[config.mk]
export PLATFORM = sky130hd
export DESIGN_NAME = seq_detector_param
export DESIGN_NICKNAME = d
export VERILOG_FILES = /design/src/rtl/seq_detector_param.sv
export SDC_FILE = /design/constraint.sdc
export NUM_CORES = 1
export LEC_CHECK = 0
export CORE_MARGIN = 1
export CORE_UTILIZATION = 52
export DETAILED_ROUTE_END_ITERATION = 7
export GPL_TIMING_DRIVEN = 0
export PLACE_DENSITY = 0.93
export SLEW_MARGIN = 15
export SYNTH_ARGS = -nofsm -noshare
export SYNTH_HDL_FRONTEND = slang
export SYNTH_SLANG_ARGS = --single-unit
[constraint.sdc]
create_clock -name clk -period 4.6 [get_ports clk]
set_input_delay 1.15 -clock clk [delete_from_list [all_inputs] [get_ports clk]]
set_output_delay 1.15 -clock clk [all_outputs]
set_load 0.02 [all_outputs]
[src/rtl/seq_detector_param.sv]
// seq_detector_param: serial pattern detector with a runtime-programmable pattern of 1..PAT_W bits.
// Overlapping or non-overlapping matching is chosen per sample by 'overlap'; z is a registered
// match pulse one cycle after the completing sample.
// Optional feature macro: SEQDET_CNT_EN builds the saturating match counter and cnt_clr logic;
// when undefined, match_cnt is tied to 0 and cnt_clr is ignored.
module seq_detector_param #(
   parameter int unsigned      PAT_W   = 8,
   parameter logic [PAT_W-1:0] PATTERN = PAT_W'(8'b0000_0101),
   parameter int unsigned      RST_LEN = 4,
   parameter int unsigned      CNT_W   = 8
) (
   input  logic                         clk,
   input  logic                         reset,
   input  logic                         x,
   input  logic                         x_valid,
   input  logic                         overlap,
   input  logic                         cfg_load,
   input  logic [PAT_W-1:0]             cfg_pattern,
   input  logic [$clog2(PAT_W+1)-1:0]   cfg_len,
   input  logic                         cnt_clr,
   output logic                         z,
   output logic [CNT_W-1:0]             match_cnt
);

   localparam int unsigned     LenW    = $clog2(PAT_W + 1);
   localparam logic [LenW-1:0] PatWL   = LenW'(PAT_W);
   localparam logic [LenW-1:0] RstLenL = LenW'(RST_LEN);

   logic [PAT_W-1:0] hist_q, hist_d;
   logic [LenW-1:0]  fill_q, fill_d;
   logic [PAT_W-1:0] pat_q, pat_d;
   logic [LenW-1:0]  len_q, len_d;
   logic             z_q, z_d;

   logic [PAT_W-1:0] hist_n;
   logic [LenW-1:0]  fill_n;
   logic [PAT_W-1:0] len_mask;
   logic             accept;
   logic             match;

   // Match decode on the would-be history; bits at or above len are masked out of the compare.
   always_comb begin
      accept = x_valid & ~cfg_load;
      hist_n = {hist_q[PAT_W-2:0], x};
      fill_n = (fill_q == PatWL) ? PatWL : fill_q + LenW'(1);
      for (int unsigned i = 0; i < PAT_W; i++) begin
         len_mask[i] = (i < 32'(len_q));
      end
      match = accept && (fill_n >= len_q) && (((hist_n ^ pat_q) & len_mask) == '0);
   end

   // Next-state: configuration load flushes history, accepted samples shift it in.
   always_comb begin
      hist_d = hist_q;
      fill_d = fill_q;
      pat_d  = pat_q;
      len_d  = len_q;
      z_d    = match;
      if (cfg_load) begin
         pat_d  = cfg_pattern;
         fill_d = '0;
         hist_d = '0;
         if (cfg_len == '0) begin
            len_d = LenW'(1);
         end else if (cfg_len > PatWL) begin
            len_d = PatWL;
         end else begin
            len_d = cfg_len;
         end
      end else if (accept) begin
         hist_d = hist_n;
         // Non-overlapping: keep the bits but require a fresh len samples before the next match.
         fill_d = (match && !overlap) ? '0 : fill_n;
      end
   end

   // Detector state register with synchronous reset.
   always_ff @(posedge clk) begin
      if (reset) begin
         hist_q <= '0;
         fill_q <= '0;
         pat_q  <= PATTERN;
         len_q  <= RstLenL;
         z_q    <= 1'b0;
      end else begin
         hist_q <= hist_d;
         fill_q <= fill_d;
         pat_q  <= pat_d;
         len_q  <= len_d;
         z_q    <= z_d;
      end
   end

   assign z = z_q;

`ifdef SEQDET_CNT_EN
   logic [CNT_W-1:0] cnt_q, cnt_d;

   // Saturating match counter; a clear wins over a coincident match.
   always_comb begin
      cnt_d = cnt_q;
      if (cnt_clr) begin
         cnt_d = '0;
      end else if (match && (cnt_q != '1)) begin
         cnt_d = cnt_q + CNT_W'(1);
      end
   end

   // Counter register, updated on the same edge as z.
   always_ff @(posedge clk) begin
      if (reset) begin
         cnt_q <= '0;
      end else begin
         cnt_q <= cnt_d;
      end
   end

   assign match_cnt = cnt_q;
`else
   logic unused_cnt_clr;
   assign unused_cnt_clr = cnt_clr;
   assign match_cnt      = '0;
`endif

endmodule

# Word level (Yosys, flattened, before mapping)
# Index checks and enable logic that the tools add are counted.
# totals
regBits	24
input_bits	19
output_inout_bits	9
wordCells	32
# classes
n_addsub	1
order_cmp	10
eq_ne	1
mux	4
n_bitwise	4
n_reduce_logical	7
# ops
op	n
less-than comparator 3 x 4 -> 1 bit, first input constant	4
2-to-1 mux 4 bit	4
bitwise AND 8 bit	1
zero test 8 bit	1
less-than comparator 1 x 4 -> 1 bit, first input constant	2
less-than comparator 2 x 4 -> 1 bit, first input constant	2
bitwise XOR 8 bit	1
adder 4 x 1 -> 4 bit, second input constant	1
equality test 4 bit, second input constant	1
>= comparator 4 bit	1
> comparator 4 bit, second input constant	1
zero test 4 bit	1
logical AND 1 bit	3
OR reduction 2 bit	1
bitwise AND 1 bit	1
zero test 1 bit	1
NOT 1 bit	1

# Logic depth before layout (Yosys ltp)
# depth
word_depth	7
ltp_mapped	10
mapped_depth_nobuf	10

# Least setup slack after synthesis
# No wires, ideal clock.
# synth_timing
path_kind	reg-to-reg
start	reg fill_q[0]
end	reg fill_q[3]
setup_time_ns	0.073
t_arrival_ns	2.127
required_time_ns	4.527
setup_slack_ns	2.400
path_stages_with_launch	11
path_buffers	0
period_less_slack_ns	2.200
path_cell_list	dfxtp_1 > inv_1 > ha_1 > a31oi_1 > inv_1 > ha_1 > nand2b_1 > a2111oi_0 > a2111oi_2 > nand4_1 > nor3b_2
# synth_via
elab_chain_cells	7
word_cells_on_any_way	8
classes_between	add/sub (1); order compare (1); eq/ne (1); mux (2); reduce/logical (3)
# synth_lines
item	line_no	text
start: declaration	30	logic [LenW-1:0] fill_q, fill_d;
start signal: assignment	87	fill_q <= fill_d;
adder 4 x 1 -> 4 bit or equality test 4 bit (tied branches)	45	fill_n = (fill_q == PatWL) ? PatWL : fill_q + LenW'(1);
2-to-1 mux 4 bit (*)	45	
>= comparator 4 bit	49	match = accept && (fill_n >= len_q) && (((hist_n ^ pat_q) & len_mask) == '0);
logical AND 1 bit (2 in series)	49	
logical AND 1 bit	73	fill_d = (match && !overlap) ? '0 : fill_n;
2-to-1 mux 4 bit (*)	73	
# Mark *: on every way between the ends. The rest lies on a longest branch, timed or not.
# A chain may end at the register's enable or synchronous reset.

# Worst setup path after layout
# Ends and elaborated chain as after synthesis.

==> results by group <==
Floorplan
  • Die X: 51.4 um
  • Standard-cell rows: 17
  • Num ports: 28
  • Initial Utilization: 56.3%
  • Die ar.: 2640 um2
  • CORE AREA: between 2000 and 2500 um2
  • Die Ht: 51.4 um

Pwr
  • Peak VDD IR: 0.280 mV
  • PD cells: 285 nW/um2
  • Total power: 0.443 mW
  • Leak: around 0.65 nW

Logic synthesis
  • Ys async rst share: 0%
  • Synthesis Warnings: 0
  • Post-synthesis simple-gate area fraction: 15.2%
  • Ys flop type: dfxtp_1
  • Largest family of logic cells by synthesized area: simple AND/OR/NAND/NOR gates
  • Post-Synth XOR/XNOR Area: 7.49%
  • Cells after Synth: 140
  • Synth Area in Compound Gates: 13.0%
  • Adder-Cell Fraction of Synth Area: between 5 and 6%
  • Synth top area cells: dfxtp_1 38%, mux2i_1 11%, nor2_1 6.2%, ha_1 5.9%, buf_4 4.7%
  • Synth unique cells: 35
  • Cell Area, Synth: approximately 1300 um2
  • Post-synth EDFFs: 0
  • Avg Inst Size Synth: 9.07 um2
  • Mux contribution to synthesized area: 11.0%
  • Sequential area share after synthesis: between 30% and 40%
  • Share of the synthesized area in the top cell type: 37.8%
  • FF+latch count, synth: 24
  • Area leader, netlist: dfxtp_1

Placed design
  • Routability cong.: 0.844
  • Cell Area, Placed: 1500 um2
  • IO Port Bufs: 17
  • DP HPWL: 1.84 mm

Critical path
  • Setup crit end kind: register
  • CP Class: reg2reg
  • Crit path launch type: register
  • Top delay family on crit path: compound AO/OA/AOI/OAI gates
  • Critical path's largest stage delay: 0.63 ns
  • Flop-to-flop setup slack: between 2 and 2.5 ns
  • Buf+Inv Stages, Crit Path: 2
  • CP max FO: 6
  • Setup crit start: fill_q[0]$_SDFFE_PP0P_
  • Crit-path cells: inv_1 -> ha_1 -> a31oi_1 -> inv_1 -> ha_1 -> nand2b_1 -> a2111oi_0 -> a2111oi_2 -> nand4_1 -> nor3b_2
  • Worst EP required: roughly 5 ns
  • RR Startpoint: fill_q[0]$_SDFFE_PP0P_
  • WP data arrival: 2.86 ns
  • Reg-to-reg endpoint: fill_q[3]$_SDFFE_PP0P_
  • CP Capture Point: fill_q[3]$_SDFFE_PP0P_
  • CP max-delay cell: a2111oi_0
  • Depth of the worst register-to-register path: 10
  • WP depth: 10

Final layout
  • Layout cell share with drive strength beyond 1: 12.5%
  • Area delta synth->final: 22.4%
  • Final #Nets: 194
  • Final core occ: 68.9%
  • Filler Cell Count: between 150 and 200
  • Final instance area: about 1600 um2
  • Diode count: 0

Clock network
  • Postcts setup bufs: 0
  • Htree depth: 1
  • Hold_buf cts: 0
  • Clk sinks: 24
  • Clock-pin slew on the worst setup and hold paths: 0.13 ns
  • Clock buffer depth: 2
  • TritonCTS buffer count: 3
  • Root buffer cell: clkbuf_4
  • TritonCTS clock tree: yes
  • Resize count post-CTS: 0
  • Worst-Skew Late Latency: 0.32 ns

Global routing
  • All-Layer GR Usage: roughly a fifth
  • Grt total ovfl: 0
  • Vias in the first global route: 994
  • Largest net degree at the start of global routing: 15
  • First-pass GRT wire length: about 4.1 mm
  • Antenna violations before repair: 0

Timing
  • Final hold violations: 0
  • Final worst-path cycle share: 56.5%
  • Final Setup Violations: 0
  • Worst Max-Slew Pin Slew: roughly 0.65 ns
  • Final min period: 2.60 ns
  • Fmax: 385 MHz
  • Unrepaired setup endpoints after global routing: no
  • Fin Setup TNS: 0 ns
  • Hold WS: 0.532 ns
  • Max Clock Skew: 0.00991 ns
  • Final Max Slew Viols: 0
  • Slew HR: 55.2%

Route
  • Total iterations of the first detailed-routing run: 4
  • Post-route DRC violation count: 0
  • DR vias: 1018
  • Final ANT Viol Nets: 0
  • Wire per inst: 11.8 um
  • WL met3: 90 um
  • Post-Route WL: between 2 and 2.5 mm
  • Wl on met1: between 1 and 1.5 mm
  • Max Used Layer: met4
  • Detailed Route Iter0 Violations: 22
  • Met2 WL: between 1 and 1.5 mm
  • Vias per inst: 5.19

Flow run
  • Max cap viols: 0

Outcome
  • Status: finished clean

Worst hold path
  • Hold WC Path Type: reg2reg
cells by family after synthesis:
family | Yosys count
xor+xnor | 10
compound gates | 23
simple gates | 39
other cells | 1
flops | 24
mux | 14
fa+ha+maj | 6
buf+inv | 23
per-stage QoR:
step | std cells | setup slack, ns
final | 196 | 2.00
after global routing | 196 | 1.69
after CTS | 196 | 1.99
after detailed placement | 192 | 1.79
after global placement | 192 | 1.86
after floorplan | 147 | 2.40
worst reg2reg max path, delay by kind of cell, from the launching register on:
family	cells	cell delay [ns]
DFF	1	0.45
adders and majority gates	2	0.47
AOI/OAI and AO/OA	3	0.97
buffers and inverters	2	0.14
and+or+nand+nor	3	0.52
per-layer routing:
metal / global-route usage [%] / up-vias
met5: 0 / -
met4: 7.21 / 0
met3: 2.08 / 4
met2: 38.1 / 31
met1: 24.4 / 463
li1: - / 520
power by group:
group	total, mW	switching (mW)	internal [mW]
clock	0.150	0.0616	0.0882
combinational	0.0699	0.0333	0.0366
sequential	0.223	0.00774	0.215
synthesized netlist by cell type (2+ instances only):
cell      instances
a32o_1            3
clkbuf_1          2
ha_1              6
buf_4             8
xor2_1            3
nand3_1           3
nand4_1           2
a31oi_1           3
mux2i_1          14
dfxtp_1          24
a211o_1           2
xnor2_1           6
a21oi_1           7
o21ai_0           3
inv_1            10
nor2_1           21
nand2_1           4
nor2b_1           2
cell usage in the layout, fill, tap and decap left out, types with 4 or more instances in the layout:
master	Yosys	layout
xnor2_1	6	6
inv_1	10	10
clkdlybuf4s50_1	0	17
dfxtp_1	24	24
buf_4	8	8
mux2i_1	14	14
ha_1	6	6
nor2_1	21	21
nand2_1	4	4
a21oi_1	7	7
conb_1	1	8
cell type report:
| class | count | area [um2] | share of cell area (%) |
|---|---|---|---|
| multi-input cells | 100 | 698 | 44.9 |
| flip-flops and latches | 24 | 480 | 30.9 |
| repair buffers | 17 | 170 | 11.0 |
| plain buffers | 12 | 76.3 | 4.91 |
| inverters | 11 | 41.3 | 2.66 |
| well taps | 28 | 35.0 | 2.25 |
| clock inverters | 1 | 30.0 | 1.93 |
| clock buffers | 3 | 22.5 | 1.45 |
worst min path at each step:
stage | from | endpoint | depth (start not counted)
6_report | pat_q[6]$_SDFFE_PP0P_ | pat_q[6]$_SDFFE_PP0P_ | 2
5_1_grt | pat_q[6]$_SDFFE_PP0P_ | pat_q[6]$_SDFFE_PP0P_ | 2
4_1_cts | pat_q[5]$_SDFFE_PP0P_ | pat_q[5]$_SDFFE_PP0P_ | 2
3_5_place_dp | pat_q[5]$_SDFFE_PP0P_ | pat_q[5]$_SDFFE_PP0P_ | 2
3_3_place_gp | pat_q[7]$_SDFFE_PP0P_ | pat_q[7]$_SDFFE_PP0P_ | 2
2_1_floorplan | hist_q[6]$_SDFFE_PP0P_ | hist_q[6]$_SDFFE_PP0P_ | 2
registers in the layout (all words and copies together), names as in the netlist:
register,count
pat_q,8
len_q,4
hist_q,7
z,1
fill_q,4
(Power assumes the default switching activity.)
